$ cat src/rtl/rnn_host_loader.sv
// Bus master that streams an RNN parameter image into the rnn accelerator,
// starts it, polls for completion and reads back the hidden vector.
module rnn_host_loader #(
  parameter int unsigned IN_DIM   = 2,
  parameter int unsigned HID_DIM  = 4,
  parameter int unsigned DATA_W   = 16,
  parameter int unsigned MEM_AW   = 8,
  parameter int unsigned POLL_MAX = 1024
) (
  input  logic              clk,
  input  logic              rst_n,
  input  logic              go,
  input  logic [MEM_AW-1:0] mem_base,
  output logic              busy,
  output logic              done,
  output logic              err,
  output logic              mem_rd,
  output logic [MEM_AW-1:0] mem_addr,
  input  logic [DATA_W-1:0] mem_rdata,
  output logic              write,
  output logic              read,
  output logic [31:0]       addr,
  output logic [31:0]       data_out,
  input  logic [31:0]       data_in,
  output logic              h_valid,
  output logic [7:0]        h_idx,
  output logic [DATA_W-1:0] h_data
);

  localparam int unsigned PCW = $clog2(POLL_MAX + 1);

  typedef enum logic [3:0] {
    StIdle, StFetch, StWr, StStart, StPollRq, StPollWt, StRdRq, StRdWt, StFin
  } state_e;

  state_e            state_q;
  logic [MEM_AW-1:0] ptr_q;
  logic [1:0]        sec_q;   // 0 embed, 1 W, 2 U, 3 bias
  logic [7:0]        row_q;
  logic [7:0]        col_q;
  logic [PCW-1:0]    poll_q;
  logic [7:0]        hidx_q;
  logic              busy_q;
  logic              done_q;
  logic              err_q;

  logic [7:0]  rows_m1;
  logic [7:0]  cols_m1;
  logic        last_elem;
  logic [15:0] val16;

  // Upper read-data bits carry nothing this master needs.
  logic unused_din;
  assign unused_din = ^data_in[31:DATA_W];

  always_comb begin
    rows_m1 = 8'd0;
    cols_m1 = 8'(HID_DIM - 1);
    unique case (sec_q)
      2'd0: cols_m1 = 8'(IN_DIM - 1);
      2'd1: rows_m1 = 8'(IN_DIM - 1);
      2'd2: rows_m1 = 8'(HID_DIM - 1);
      2'd3: rows_m1 = 8'd0;
    endcase
  end

  assign last_elem = (sec_q == 2'd3) && (col_q == cols_m1);
  assign val16     = 16'($signed(mem_rdata));

  always_ff @(posedge clk) begin
    if (!rst_n) begin
      state_q <= StIdle;
      ptr_q   <= '0;
      sec_q   <= '0;
      row_q   <= '0;
      col_q   <= '0;
      poll_q  <= '0;
      hidx_q  <= '0;
      busy_q  <= 1'b0;
      done_q  <= 1'b0;
      err_q   <= 1'b0;
    end else begin
      done_q <= 1'b0;
      unique case (state_q)
        StIdle: begin
          if (go) begin
            state_q <= StFetch;
            busy_q  <= 1'b1;
            err_q   <= 1'b0;
            ptr_q   <= mem_base;
            sec_q   <= '0;
            row_q   <= '0;
            col_q   <= '0;
            poll_q  <= '0;
            hidx_q  <= '0;
          end
        end
        StFetch: state_q <= StWr;
        StWr: begin
          ptr_q <= ptr_q + MEM_AW'(1);
          if (col_q == cols_m1) begin
            col_q <= '0;
            if (row_q == rows_m1) begin
              row_q <= '0;
              sec_q <= sec_q + 2'd1;
            end else begin
              row_q <= row_q + 8'd1;
            end
          end else begin
            col_q <= col_q + 8'd1;
          end
          state_q <= last_elem ? StStart : StFetch;
        end
        StStart:  state_q <= StPollRq;
        StPollRq: state_q <= StPollWt;
        StPollWt: begin
          if (data_in[0]) begin
            state_q <= StRdRq;
            hidx_q  <= '0;
          end else if (poll_q == PCW'(POLL_MAX - 1)) begin
            state_q <= StFin;
            err_q   <= 1'b1;
            busy_q  <= 1'b0;
            done_q  <= 1'b1;
          end else begin
            poll_q  <= poll_q + PCW'(1);
            state_q <= StPollRq;
          end
        end
        StRdRq: state_q <= StRdWt;
        StRdWt: begin
          if (hidx_q == 8'(HID_DIM - 1)) begin
            state_q <= StFin;
            busy_q  <= 1'b0;
            done_q  <= 1'b1;
          end else begin
            hidx_q  <= hidx_q + 8'd1;
            state_q <= StRdRq;
          end
        end
        StFin:   state_q <= StIdle;
        default: state_q <= StIdle;
      endcase
    end
  end

  // Bus outputs follow the state directly; write data needs mem_rdata in the WR cycle.
  always_comb begin
    mem_rd   = 1'b0;
    mem_addr = '0;
    write    = 1'b0;
    read     = 1'b0;
    addr     = '0;
    data_out = '0;
    h_valid  = 1'b0;
    h_idx    = '0;
    h_data   = '0;
    case (state_q)
      StFetch: begin
        mem_rd   = 1'b1;
        mem_addr = ptr_q;
      end
      StWr: begin
        write = 1'b1;
        unique case (sec_q)
          2'd0: begin addr = 32'd1; data_out = {8'h00, col_q, val16}; end
          2'd1: begin addr = 32'd2; data_out = {row_q, col_q, val16}; end
          2'd2: begin addr = 32'd3; data_out = {row_q, col_q, val16}; end
          2'd3: begin addr = 32'd4; data_out = {8'h00, col_q, val16}; end
        endcase
      end
      StStart:  write = 1'b1;
      StPollRq: read  = 1'b1;
      StRdRq: begin
        read = 1'b1;
        addr = 32'd8 + 32'(hidx_q);
      end
      StRdWt: begin
        h_valid = 1'b1;
        h_idx   = hidx_q;
        h_data  = data_in[DATA_W-1:0];
      end
      default: ;
    endcase
  end

  assign busy = busy_q;
  assign done = done_q;
  assign err  = err_q;

endmodule

$ cat config.mk
export PLATFORM = sky130hd
export DESIGN_NAME = rnn_host_loader
export DESIGN_NICKNAME = d
export VERILOG_FILES = /design/src/rtl/rnn_host_loader.sv
export SDC_FILE = /design/constraint.sdc
export NUM_CORES = 1
export LEC_CHECK = 0
export CAP_MARGIN = 20
export CORE_MARGIN = 3
export CORE_UTILIZATION = 46
export CTS_CLUSTER_DIAMETER = 150
export DETAILED_ROUTE_END_ITERATION = 16
export GPL_TIMING_DRIVEN = 0
export HOLD_SLACK_MARGIN = 0.05
export PLACE_DENSITY_LB_ADDON = 0.15
export SETUP_SLACK_MARGIN = 0.15
export SYNTH_ARGS = -nofsm -noshare
export SYNTH_HDL_FRONTEND = slang
export SYNTH_SLANG_ARGS = --single-unit
$ cat constraint.sdc
create_clock -name clk -period 4 [get_ports clk]
set_input_delay 0.6 -clock clk [delete_from_list [all_inputs] [get_ports clk]]
set_output_delay 0.6 -clock clk [all_outputs]
set_load 0.02 [all_outputs]
==> impl_metrics.ini, run 1 <==
[sta]
hold_ws_ns = 0.440
relSlewSlack_pct = 29.1
tightest_slew_ns = 1.05
min_period_ns = 3.61
rsz0062_at_grt = no
period_share_pct = 90.1
fin_tns_setup_ns = 0
final_max_slew_viol_count = 0
fmax_mhz = 277
setup_violations = 0
hold_viol = 0
clock_skew_ns = 0.0102

[power_and_ir_drop]
pwr-share-comb_pct = 23.4
p_leak_nw = 1.93
pwr-share-clk_pct = 27.2
pwr-share-seq_pct = 49.5
power_switching_share_pct = 30.6
irDropWorstVdd_mv = 0.183
p_switching_mw = 0.337
p_int_mw = 0.767
p_per_area_nw_per_um2 = 212

[logic_synthesis]
synth_ff_type = dfxtp_1
synthMuxAreaShare_pct = 1.62
ys_types = 72
synth_fa_ha_area_share_pct = 3.71
synth-compound-area-share_pct = 23.7
synth.most_common_cell = and2_1
synth_commonest_cells = and2_1, dfxtp_1, a21oi_1
syn_area_per_cell_um2 = 8.19
synth-seq-cells = 52
synth_top_family_by_area = simple AND/OR/NAND/NOR gates
synth_top_cells_by_area = dfxtp_1, and2_1, buf_4
ys_warn_count = 0
yosys.area.top_type = dfxtp_1
yosys.area_share.simple_pct = 32.0
synth-edff-count = 0
async_reset_ff_share_pct = 0
synth_top_cell_area_share_pct = 28.0
synth_area_um2 = 3710
synthCells = 453
ys_seq_area_share_pct = 28.0
synth_xor_area_share_pct = 2.12

[worst_setup_path]
cp-startpoint = state_q[1]
reg2reg_setup_slack_ns = 1.69
critPathMaxFanout = 10
crit_path_start_kind = register
reg2reg_from = state_q[1]
cp-endpoint = data_out[28]
end_kind = primary output
crit_arrival_ns = 3.01
crit_type = reg2out
reg2reg_to = state_q[1]
rr_worst_depth = 6
crit_required_ns = 3.40

[global_route]
antenna_found_initial = 0
grt_pass1_wl_um = 17700
grt_pass1_vias = 3619
grt_max_degree = 15
globalRouteTotalUtil_pct = 23.9
grt-ovfl-total = 0

[detailed_routing]
drt_first_pass_iters = 5
ant_nets = 0
vias_per_cell = 5.63
first_iter_violations = 263
drt-total-wl_um = 11300
wl_per_cell_um = 16.0
vias = 3968
drcViolationCount = 0

[cts]
postCtsSetupBuffers = 0
clockRootBuffer = clkbuf_8
cts.htree.levels = 2
cts_sinks = 52
cts_tree = built
cts_buffers = 5
clock_path_buffers = 2
clk_latency_ns = 0.32
path_clk_slew_ns = 0.10

[die]
boundaryPins = 162
die_y_um = 95.8
rows = 32
dieArea_um2 = 9180
core-area_um2 = 7770
dieWidth_um = 95.8
initial_core_util_pct = 47.8

[layout]
n_antenna_cell = 0
fin_nets = 673
layout-drive-gt1-share_pct = 9.45
syn_to_final_growth_pct = 40.4

[worst_hold_path]
hold_path.class = reg2reg

[job]
drv_cap = 0

[place]
io_buffers = 121
place.gp.congestion = 0.875
dp_hpwl_um = 8740

[outcome]
status = complete, no violations
sequential cells by signal (all words and copies together) (netlist names):
| signal | cells |
|---|---|
| busy | 1 |
| done | 1 |
| state_q | 4 |
| err | 1 |
| sec_q | 2 |
| ptr_q | 8 |
| row_q | 8 |
| col_q | 8 |
| poll_q | 11 |
| hidx_q | 8 |
power by group through the flow:
stage | sequential [mW] | clock [mW] | combinational, mW
2_1_floorplan | 0.554 | 0 | 0.157
4_1_cts | 0.545 | 0.300 | 0.256
3_3_place_gp | 0.556 | 0 | 0.248
3_5_place_dp | 0.557 | 0 | 0.254
6_report | 0.546 | 0.300 | 0.258
5_1_grt | 0.548 | 0.321 | 0.280
worst min path at each step:
stage / startpoint / endpoint / slack (ns) / cells past startpoint
after global placement: poll_q[10] / poll_q[10] / 0.42 / 2
after detailed placement: poll_q[10] / poll_q[10] / 0.42 / 2
final: poll_q[10] / poll_q[10] / 0.44 / 2
after global routing: poll_q[10] / poll_q[10] / 0.44 / 2
after CTS: poll_q[10] / poll_q[10] / 0.44 / 2
after floorplan: poll_q[10] / poll_q[10] / 0.41 / 2
cell families after synthesis:
kind of cell / after synthesis
buffers and inverters: 58
AO/OA/AOI/OAI: 117
multiplexers: 6
AND/OR/NAND/NOR: 199
adder cells (fa/ha/maj): 11
XOR/XNOR: 9
other: 1
flip-flops: 52
critical path: stages, from the launching register on:
cell and delay [ns]:
dfxtp_1 0.47, buf_2 0.27, nor4b_2 0.39, buf_2 0.32, clkbuf_1 0.40, and3_1 0.23
clkdlybuf4s50_1 0.60
cell usage in the layout, fill, tap and decap left out, types with 6 or more instances in the layout:
master,n
o211ai_1,7
o31ai_1,7
nand2_1,26
ha_1,11
a21oi_1,33
nor4_1,7
conb_1,23
a22o_1,6
and2_1,57
clkbuf_1,17
mux2i_1,6
dfxtp_1,52
nor3_1,14
inv_1,8
clkdlybuf4s50_1,121
buf_2,9
buf_4,23
xnor2_1,6
and3_1,18
nand3_1,22
nor2_1,15
o21ai_0,9
what timing repair did:
item / CTS / global route
gates resized for setup: 0 / 2
hold buffers: 0 / 0
setup endpoints to repair: 0 / 1
stage by stage:
stage	util [%]	area [µm²]	std cells	worst slack (ns)	power (mW)
5_1_grt	67.1	5210	705	0.253	1.15
2_1_floorplan	-	3790	475	1.66	0.711
4_1_cts	67.1	5210	705	0.293	1.10
3_5_place_dp	66.1	5130	698	0.657	0.812
3_3_place_gp	66.1	5130	698	0.688	0.805
6_report	67.1	5210	705	0.395	1.10
cell type report:
class	instances	area, µm²
fill	681	2550
sequential	52	1040
clock inverter	1	5.00
timing repair buffer	121	1210
tap	102	128
inverter	8	30.0
multi-input combinational	365	2430
clock buffer	6	72.6
buffer	50	294
per-layer routing:
layer,global-route usage (%),up-vias,wire [µm]
met3,4.38,12,1010
li1,-,1941,-
met5,0,-,0
met2,42.4,182,5420
met1,30.3,1833,4720
met4,4.62,0,109
Power figures use the tool's default switching activity.
==> run 2: changes to the inputs <==
--- a/config.mk
+++ b/config.mk
@@ -5,9 +5,10 @@
 export SDC_FILE = /design/constraint.sdc
 export NUM_CORES = 1
 export LEC_CHECK = 0
+export ABC_AREA = 1
 export CAP_MARGIN = 20
 export CORE_MARGIN = 3
-export CORE_UTILIZATION = 46
+export CORE_UTILIZATION = 47
 export CTS_CLUSTER_DIAMETER = 150
 export DETAILED_ROUTE_END_ITERATION = 16
 export GPL_TIMING_DRIVEN = 0
==> impl_metrics.ini, run 2 <==
[worst_setup_path]
max_stage_delay_ns = 0.64
crit_chain = buf_4, inv_2, nand2_1, nor2_4, inv_2, buf_4, buf_2, nor2_1, clkdlybuf4s50_1
crit_path_start_kind = register
end_kind = primary output
critPathTopFamily = buffers and inverters
reg2reg_setup_slack_ns = 2.18
cp_num_buf_inv = 6
crit_arrival_ns = 2.51
rr_worst_depth = 12
reg2reg_to = sec_q[1]
reg2reg_from = sec_q[1]
crit_type = reg2out
cpMaxStageDelayCell = clkdlybuf4s50_1
crit_required_ns = 3.40
critPathMaxFanout = 10

[power_and_ir_drop]
irDropWorstVdd_mv = 0.160
power_switching_share_pct = 34.7
p_int_mw = 0.901
p_leak_nw = 2.37
pwr-share-clk_pct = 26.6
pwr-share-seq_pct = 41.3
pwr-share-comb_pct = 32.1
p_per_area_nw_per_um2 = 252
p_switching_mw = 0.478

[place]
dp_hpwl_um = 8770
io_buffers = 122
placed_cell_area_um2 = 5350
pre_cts_slack_ns = 1.23
place.gp.congestion = 0.910

[global_route]
grt_pass1_wl_um = 18700
grt_max_degree = 17
globalRouteTotalUtil_pct = 22.9
antenna_found_initial = 0
grt_pass1_vias = 4117
grt-ovfl-total = 0

[logic_synthesis]
synth_commonest_cells = nand2_1, nor2_1, inv_1
synth_top_cell_area_share_pct = 26.6
async_reset_ff_share_pct = 0
ys_warn_count = 0
synth-seq-cells = 52
synthCells = 662
synth_ff_type = dfxtp_1
ys_types = 34
synth_top_cells_by_area = dfxtp_1, nand2_1, nor2_1
yosys.area.top_type = dfxtp_1
ys_seq_area_share_pct = 26.6
synth.most_common_cell = nand2_1
synth_area_um2 = 3920
syn_area_per_cell_um2 = 5.92
synth-edff-count = 0

[layout]
layout_commonest_cell = nand2_1
fin_nets = 883
syn_to_final_growth_pct = 39.4
largest_register_ffs = 11
layout_common_cells = nand2_1, nor2_1, clkdlybuf4s50_1
finalInstanceArea_um2 = 5460
n_antenna_cell = 0
regMostFlops = poll_q
layout-drive-gt1-share_pct = 8.72

[cts]
cts_tree = built
postCtsSetupBuffers = 0
clk_latency_ns = 0.31
cts_sinks = 52
path_clk_slew_ns = 0.10
cts.htree.levels = 2
cts_buffers = 5
cts_resized = 0
ctsHoldBuffers = 0
clockRootBuffer = clkbuf_8
clock_path_buffers = 2

[detailed_routing]
wl_per_cell_um = 12.2
ant_nets = 0
drcViolationCount = 0
first_iter_violations = 228
drt_first_pass_iters = 5
vias = 4470
drt-total-wl_um = 11200
vias_per_cell = 4.88

[worst_hold_path]
hp-start = busy
worstHoldPathCells = 2
hold_path.class = reg2reg
min_to = busy

[sta]
tightest_slew_ns = 0.604
final_max_slew_viol_count = 0
fmax_mhz = 322
rsz0062_at_grt = no
hold_viol = 0
relSlewSlack_pct = 59.7
min_period_ns = 3.11
hold_ws_ns = 0.481
setup_violations = 0
fin_ws_ns = 0.892
period_share_pct = 77.7
fin_tns_setup_ns = 0
clock_skew_ns = 0.00863

[die]
die_y_um = 97.3
core-area_um2 = 7930
boundaryPins = 162
initial_core_util_pct = 49.4
rows = 32
dieArea_um2 = 9470
dieWidth_um = 97.3

[outcome]
status = complete, no violations

[job]
drv_cap = 0
==> run 2: changes by cell type after synthesis, moves of 10 or more <==
cell	change
a21oi_1	+10
and2_1	-57
and3_1	-18
clkbuf_1	-10
inv_1	+89
inv_2	+10
nand2_1	+128
nand3_1	+27
nand4_1	+11
nor2_1	+115
==> run 2: metal layers <==
layer,track usage (%),wire [µm]
met3,4.16,701
met5,0,0
met1,27.7,4800
met2,42.0,5560
met4,4.90,104
==> run 2: through the flow <==
stage | total power, mW | utilization [%] | std cells
3_5_place_dp | 1.02 | 67.5 | 908
6_report | 1.38 | 68.9 | 916
3_3_place_gp | 1.01 | 67.5 | 908
5_1_grt | 1.44 | 68.9 | 916
4_1_cts | 1.38 | 68.9 | 916
2_1_floorplan | 0.868 | - | 684
==> run 2: area by class of cell <==
| cell class | instances | area [µm²] |
|---|---|---|
| Clock buffer | 5 | 68.8 |
| Buffer | 41 | 268 |
| Inverter | 108 | 407 |
| Timing Repair Buffer | 122 | 1220 |
| Multi-Input combinational cell | 483 | 2290 |
| Fill cell | 693 | 2470 |
| Tap cell | 102 | 128 |
| Clock inverter | 3 | 42.5 |
| Sequential cell | 52 | 1040 |
==> run 2: power by group through the flow <==
stage	combinational [mW]	sequential, mW	clock, mW
floorplan	0.291	0.577	0
global placement	0.428	0.579	0
detailed placement	0.436	0.580	0
CTS	0.439	0.568	0.372
global route	0.481	0.573	0.390
finish	0.443	0.569	0.367
==> run 2: worst max path at each step <==
| stage | endpoint | cells past startpoint | startpoint | slack (ns) |
|---|---|---|---|---|
| global route | data_out[7] | 9 | state_q[0] | 0.73 |
| floorplan | data_out[10] | 8 | state_q[0] | 1.89 |
| detailed placement | data_out[7] | 9 | state_q[0] | 1.23 |
| global placement | data_out[15] | 9 | state_q[0] | 1.28 |
| finish | data_out[7] | 9 | state_q[0] | 0.89 |
| CTS | data_out[7] | 9 | state_q[0] | 0.87 |
==> run 2: cells by family after synthesis <==
| kind of cell | synth area share [%] |
|---|---|
| flip-flops | 26.6 |
| other | 0.0957 |
| XOR/XNOR | 1.34 |
| AO/OA/AOI/OAI | 8.75 |
| adder cells (fa/ha/maj) | 3.51 |
| AND/OR/NAND/NOR | 42.5 |
| buffers and inverters | 17.2 |
==> run 2: worst register-to-register path: cells and delay by family, from the launching register on <==
kind / cells / cell delay, ns
flip-flops: 1 / 0.42
AND/OR/NAND/NOR: 9 / 0.78
buffers and inverters: 2 / 0.17
adder cells (fa/ha/maj): 1 / 0.38
